**src/rtl/trace_capture_buffer.sv**
```systemverilog
// trace_capture_buffer: on-chip recorder for execute/writeback probe records.
// Captures into a DEPTH-entry circular buffer while armed, keeps POST_SAMPLES more
// samples after the trigger, then drains oldest-first over a registered valid/ready port.
// Optional per-record timestamps are enabled by defining TRACE_TIMESTAMP_EN.
module trace_capture_buffer #(
    parameter int unsigned AWIDTH       = 32,
    parameter int unsigned DWIDTH       = 32,
    parameter int unsigned DEPTH        = 16,
    parameter int unsigned POST_SAMPLES = 4,
    parameter int unsigned TS_WIDTH     = 16
) (
    input  logic                    clk,
    input  logic                    reset,
    input  logic                    arm_i,
    input  logic                    trig_i,
    input  logic                    sample_valid_i,
    input  logic [AWIDTH-1:0]       pc_i,
    input  logic [DWIDTH-1:0]       res_i,
    input  logic                    br_taken_i,
    input  logic                    rd_we_i,
    input  logic [4:0]              rd_i,
    output logic                    out_valid_o,
    input  logic                    out_ready_i,
    output logic [AWIDTH-1:0]       out_pc_o,
    output logic [DWIDTH-1:0]       out_res_o,
    output logic [6:0]              out_flags_o,
    output logic [TS_WIDTH-1:0]     out_ts_o,
    output logic [2:0]              state_o,
    output logic [$clog2(DEPTH):0]  count_o,
    output logic                    overflow_o
);

    localparam int unsigned PW = $clog2(DEPTH);
    localparam int unsigned CW = PW + 1;

    typedef enum logic [2:0] {
        StIdle  = 3'd0,
        StArmed = 3'd1,
        StPost  = 3'd2,
        StDrain = 3'd3,
        StDone  = 3'd4
    } state_e;

    state_e          state_q, state_d;
    logic [PW-1:0]   wr_ptr_q, wr_ptr_d;
    logic [PW-1:0]   rd_ptr_q, rd_ptr_d;
    logic [CW-1:0]   count_q, count_d;
    logic [PW-1:0]   post_q, post_d;
    logic            overflow_q, overflow_d;
    logic            out_valid_q, out_valid_d;
    logic            store;
    logic            load_out;
    logic [PW-1:0]   rd_next;
    logic [PW-1:0]   rd_sel;

    logic [AWIDTH-1:0] pc_mem    [DEPTH];
    logic [DWIDTH-1:0] res_mem   [DEPTH];
    logic [6:0]        flags_mem [DEPTH];

    logic [AWIDTH-1:0] out_pc_q;
    logic [DWIDTH-1:0] out_res_q;
    logic [6:0]        out_flags_q;

    assign rd_next = rd_ptr_q + 1'b1;
    // First record of a drain comes from rd_ptr; every later one from the entry after it.
    assign rd_sel  = out_valid_q ? rd_next : rd_ptr_q;

    // Next-state, pointer, counter and drain-handshake logic.
    always_comb begin
        state_d     = state_q;
        wr_ptr_d    = wr_ptr_q;
        rd_ptr_d    = rd_ptr_q;
        count_d     = count_q;
        post_d      = post_q;
        overflow_d  = overflow_q;
        out_valid_d = out_valid_q;
        store       = 1'b0;
        load_out    = 1'b0;
        if (arm_i) begin
            // Arm restarts from any state; it beats a trigger and swallows a same-cycle sample.
            state_d     = StArmed;
            wr_ptr_d    = '0;
            rd_ptr_d    = '0;
            count_d     = '0;
            post_d      = '0;
            overflow_d  = 1'b0;
            out_valid_d = 1'b0;
        end else begin
            case (state_q)
                StArmed, StPost: begin
                    store = sample_valid_i;
                    if (store) begin
                        wr_ptr_d = wr_ptr_q + 1'b1;
                        if (count_q != CW'(DEPTH)) begin
                            count_d = count_q + 1'b1;
                        end
                    end
                    if (state_q == StArmed) begin
                        if (trig_i) begin
                            post_d  = PW'(POST_SAMPLES);
                            state_d = (POST_SAMPLES == 0) ? StDrain : StPost;
                        end
                    end else if (store) begin
                        post_d = post_q - 1'b1;
                        if (post_q == PW'(1)) begin
                            state_d = StDrain;
                        end
                    end
                    // Oldest entry; only consumed on the edge that enters DRAIN.
                    rd_ptr_d = wr_ptr_d - count_d[PW-1:0];
                end
                StDrain: begin
                    if (sample_valid_i) begin
                        overflow_d = 1'b1;
                    end
                    if (!out_valid_q) begin
                        if (count_q == '0) begin
                            state_d = StDone;
                        end else begin
                            out_valid_d = 1'b1;
                            load_out    = 1'b1;
                        end
                    end else if (out_ready_i) begin
                        count_d  = count_q - 1'b1;
                        rd_ptr_d = rd_next;
                        if (count_q == CW'(1)) begin
                            out_valid_d = 1'b0;
                            state_d     = StDone;
                        end else begin
                            load_out = 1'b1;
                        end
                    end
                end
                default: ;
            endcase
        end
    end

    // Control state registers.
    always_ff @(posedge clk or posedge reset) begin
        if (reset) begin
            state_q     <= StIdle;
            wr_ptr_q    <= '0;
            rd_ptr_q    <= '0;
            count_q     <= '0;
            post_q      <= '0;
            overflow_q  <= 1'b0;
            out_valid_q <= 1'b0;
        end else begin
            state_q     <= state_d;
            wr_ptr_q    <= wr_ptr_d;
            rd_ptr_q    <= rd_ptr_d;
            count_q     <= count_d;
            post_q      <= post_d;
            overflow_q  <= overflow_d;
            out_valid_q <= out_valid_d;
        end
    end

    // Record storage; no reset needed since count gates what is ever read.
    always_ff @(posedge clk) begin
        if (store) begin
            pc_mem[wr_ptr_q]    <= pc_i;
            res_mem[wr_ptr_q]   <= res_i;
            flags_mem[wr_ptr_q] <= {br_taken_i, rd_we_i, rd_i};
        end
    end

    // Registered drain data; held while the consumer stalls.
    always_ff @(posedge clk or posedge reset) begin
        if (reset) begin
            out_pc_q    <= '0;
            out_res_q   <= '0;
            out_flags_q <= '0;
        end else if (load_out) begin
            out_pc_q    <= pc_mem[rd_sel];
            out_res_q   <= res_mem[rd_sel];
            out_flags_q <= flags_mem[rd_sel];
        end
    end

`ifdef TRACE_TIMESTAMP_EN
    logic [TS_WIDTH-1:0] ts_q;
    logic [TS_WIDTH-1:0] out_ts_q;
    logic [TS_WIDTH-1:0] ts_mem [DEPTH];

    // Free-running cycle counter, restarted by arm.
    always_ff @(posedge clk or posedge reset) begin
        if (reset) begin
            ts_q <= '0;
        end else if (arm_i) begin
            ts_q <= '0;
        end else begin
            ts_q <= ts_q + 1'b1;
        end
    end

    // Timestamp storage alongside each captured record.
    always_ff @(posedge clk) begin
        if (store) begin
            ts_mem[wr_ptr_q] <= ts_q;
        end
    end

    // Registered drained timestamp.
    always_ff @(posedge clk or posedge reset) begin
        if (reset) begin
            out_ts_q <= '0;
        end else if (load_out) begin
            out_ts_q <= ts_mem[rd_sel];
        end
    end

    assign out_ts_o = out_ts_q;
`else
    assign out_ts_o = '0;
`endif

    assign out_valid_o = out_valid_q;
    assign out_pc_o    = out_pc_q;
    assign out_res_o   = out_res_q;
    assign out_flags_o = out_flags_q;
    assign state_o     = state_q;
    assign count_o     = count_q;
    assign overflow_o  = overflow_q;

endmodule
```
**config.mk**
```make
export PLATFORM = sky130hd
export DESIGN_NAME = trace_capture_buffer
export DESIGN_NICKNAME = d
export VERILOG_FILES = /design/src/rtl/trace_capture_buffer.sv
export SDC_FILE = /design/constraint.sdc
export NUM_CORES = 1
export LEC_CHECK = 0
export ABC_AREA = 1
export CELL_PAD_IN_SITES_DETAIL_PLACEMENT = 0
export CELL_PAD_IN_SITES_GLOBAL_PLACEMENT = 1
export CORE_MARGIN = 5
export CORE_UTILIZATION = 45
export CTS_CLUSTER_SIZE = 10
export DETAILED_ROUTE_END_ITERATION = 8
export DONT_BUFFER_PORTS = 1
export PLACE_DENSITY_LB_ADDON = 0.1
export SLEW_MARGIN = 25
export SYNTH_ARGS = -nofsm -noshare
export SYNTH_HDL_FRONTEND = slang
export SYNTH_SLANG_ARGS = --single-unit
```
**constraint.sdc**
```tcl
create_clock -name clk -period 8.8 [get_ports clk]
set_input_delay 1.76 -clock clk [delete_from_list [all_inputs] [get_ports clk]]
set_output_delay 1.76 -clock clk [all_outputs]
set_load 0.1 [all_outputs]
```
==> impl_summary.txt <==
----------------------------------------------------
[Run status]
  Status ... finished with violations
  Violations in the final reports ... max-slew violations

[Cells and area]
  Share of cells above drive strength 1 ... 0.0486
  Post-layout instance area ... between 50000 and 60000 um2
  Number of diodes added for antenna fixing ... 0
  Synth-to-Final Area Change ... 10.7%
  Multi-input gate area ... roughly 12000 um2
  # fillers ... roughly 11000
  Nets ... 5262
  Total area of sequential cells ... 36400 um2

[Die]
  Chip height ... roughly 360 um
  Initial Utilization ... 0.452
  Cell Rows ... 127
  Width of the chip ... 356 um
  I/O pin count ... approximately 170
  Die area ... approximately 130000 um2
  Placeable core region ... 119000 um2

[Clock network]
  Number of clock buffers inserted by TritonCTS ... roughly 150
  Sinks on the clock net ... around 1200
  Clock tree root buffer cell ... sky130_fd_sc_hd__clkbuf_16
  H-Tree Depth ... 4
  Clock insertion delay at the later pin of the skew report ... 740 ps
  Clock slew at reported path FFs ... 50 ps
  Clock tree from TritonCTS ... yes
  Longest Clk Path Bufs ... 3
  Postcts setup bufs ... 0
  Hold-fix buffer count after cts ... 0
  Resize count post-CTS ... 0

[Synth]
  Xor/xnor cell area share of the yosys netlist ... 0.00162
  Fraction of registers with async set or reset after synthesis ... 0.0757
  Syn_area_per_cell ... just over 10 um2
  Cell type with the highest aggregate area in the netlist ... sky130_fd_sc_hd__edfxtp_1
  Post-synthesis cell count ... about 5300
  Multiplexer share of the synthesized area ... 0
  Leading cell types by count after synthesis ... 1299 x sky130_fd_sc_hd__nand3_1, 1140 x sky130_fd_sc_hd__nand2_1, 1136 x sky130_fd_sc_hd__edfxtp_1
  Sequential element share of the synthesized area ... 0.675
  Adder and majority cell fraction of the synthesized area ... 0.00362
  Count of cell types in the netlist ... 30
  Main combinational cell family by area after synthesis ... simple AND/OR/NAND/NOR gates
  Most used flip-flop cell after synthesis ... sky130_fd_sc_hd__edfxtp_1
  Synth top area cells ... sky130_fd_sc_hd__edfxtp_1 63%, sky130_fd_sc_hd__nand3_1 12%, sky130_fd_sc_hd__nand2_1 7.9%
  Synth top area share ... 0.632
  Number of synthesized flops with an enable pin ... 1136
  Register bit count reported by yosys ... 1229
  Post-synthesis compound-gate area fraction ... 0.00494
  Cell with the most instances after synthesis ... sky130_fd_sc_hd__nand3_1
  Warning count from the yosys run ... 0
  Cell area after synthesis ... between 50000 and 60000 um2
  Post-synthesis share of cell area spent on and, or, nand and nor gates ... 0.213

[Critical path]
  Critical path data required time ... about 9000 ps
  Worst-case reg-to-reg path depth ... 8
  Critical path class ... reg2reg
  Worst reg2reg setup slack ... between 4000 and 5000 ps
  Kind of end point of the critical path ... register
  Crit path DAT ... 5110 ps
  Worst flop-to-flop path startpoint ... state_o[0]
  Startpoint Class ... register
  Critical R2R Capture ... pc_mem[2][18]
  Highest fanout seen on the critical path ... 29

[Timing]
  Slew Limit Headroom ... -0.250
  Clock skew ... approximately 19 ps
  Share of the clock period used by the worst path after layout ... 0.540
  Maximum clock frequency ... 0.210 GHz
  Number of hold violations in the final report ... 0
  Transition time at the pin with the least slew margin ... ~1900 ps
  Total Neg Setup Slack ... 0 ps
  Final slew viol count ... 98
  Count of final setup violators ... 0
  Time the final worst path needs with I/O delays and setup ... around 4800 ps
  Unrepaired setup endpoints after global routing ... no

[Place]
  Final weighted congestion in routability-driven placement ... between 0.7 and 0.8
  Placement-stage cell area ... about 55000 um2
  DP Wirelength ... between 70000 and 80000 um
  Count of port buffers added during placement ... 0

[Worst hold path]
  Number of stages on the worst hold path ... 2
  Hold Path Class ... reg2reg
  End point of the worst hold path ... post_q[1]
  Hold path startpoint ... post_q[1]

[Route]
  Via density per instance ... approximately 5.2
  Number of nets still failing antenna checks after routing ... 0
  Overall routed net length ... 151000 um
  Wire per inst ... about 22 um
  Number of iterations in the first detailed-routing pass ... 5
  Initial DRC count ... roughly 3000
  DRC violations left ... 0
  Via total after detailed routing ... ~36000

[GRT]
  GRT Residual Overflow ... 0
  Number of antenna violations at the first check in global routing ... 0
  Via count of the first global-routing pass ... between 30000 and 40000
  Global Route Usage Sum ... 0.236
  Wire length of the first global-routing pass ... about 220000 um
  Largest net degree at the start of global routing ... about 160

[Pwr]
  Pwr per Cell Area ... 355 nW/um2
  Leak ... about 25 nW
  Max rail drop VDD ... around 440 uV

[Job]
  Number of maximum-capacitance constraint violations ... 0

----------------------------------------------------
[area by class of cell]
cell class / count / share of cell area
clock buffer: 235 / 0.0709
inverter: 1101 / 0.0692
tap: 1612 / 0.0338
clock inverter: 9 / 0.000984
timing repair buffer: 56 / 0.00917
multi-input combinational: 2637 / 0.206
sequential: 1229 / 0.610
[stage by stage]
stage | total power (W) | worst slack (ps) | hold slack (ps) | util | cells
after floorplan | 0.0133 | 2860 | 452 | - | 5269
after global placement | 0.0159 | 3690 | 468 | 0.464 | 6633
after detailed placement | 0.0159 | 3630 | 475 | 0.464 | 6634
after CTS | 0.0215 | 3960 | 490 | 0.500 | 6878
after global routing | 0.0224 | 3800 | 506 | 0.500 | 6879
final | 0.0212 | 4050 | 487 | 0.500 | 6879
[worst max-delay path by stage]
stage	from	to	slack, ps	cells after the start
global placement	arm_i	pc_mem[2][23]	3690	7
CTS	state_o[0]	pc_mem[2][18]	3960	8
global route	state_o[0]	pc_mem[2][18]	3800	8
floorplan	sample_valid_i	flags_mem[0][0]	2860	5
detailed placement	arm_i	pc_mem[2][23]	3630	7
finish	state_o[0]	pc_mem[2][18]	4050	8
[layer usage]
layer / global-route usage / wire, um
met5: 0 / 0
met3: 0.0452 / 9120
met4: 0.0736 / 4160
met2: 0.382 / 70600
met1: 0.324 / 66900
[worst max-delay path, cell delays in order, from the launching register on]
cell and delay [ps]:
sky130_fd_sc_hd__dfrtp_1 1010, sky130_fd_sc_hd__nand3_1 330, sky130_fd_sc_hd__nand2_1 250, sky130_fd_sc_hd__nand2_1 150, sky130_fd_sc_hd__nor2_1 400, sky130_fd_sc_hd__nand2_1 360, sky130_fd_sc_hd__nor2_4 570, sky130_fd_sc_hd__buf_4 620
sky130_fd_sc_hd__buf_4 620
[layout by cell type (no fill, tap or decap), drive strengths merged, types with 14 or more instances in the layout]
cell | netlist | layout
nand3 | 1299 | 1299
nand2 | 1142 | 1142
edfxtp | 1136 | 1136
inv | 1100 | 1102
clkbuf | 118 | 235
dfrtp | 93 | 93
nand3b | 72 | 72
buf | 184 | 56
o21ai | 30 | 30
nor2 | 30 | 30
conb | 1 | 16
ha | 14 | 14
[power by group]
part           switching (W)  internal, W
registers            0.00135      0.00663
clock network        0.00225      0.00326
logic                0.00566      0.00207
total                0.00926       0.0120
[registers in the layout, indices dropped and copies added (netlist names)]
name / count
state_o: 3
rd_ptr_q: 4
res_mem: 512
post_q: 4
pc_mem: 512
out_flags_o: 7
out_res_o: 32
out_valid_o: 1
overflow_o: 1
wr_ptr_q: 4
count_o: 5
flags_mem: 112
out_pc_o: 32
[kinds of logic after synthesis]
kind of cell             count (synthesis)
AO/OA/AOI/OAI                           47
XOR/XNOR                                10
adder cells (fa/ha/maj)                 15
buffers and inverters                 1403
flip-flops                            1229
other                                    1
AND/OR/NAND/NOR                       2549
No activity file was read; power rests on OpenSTA's default activity.
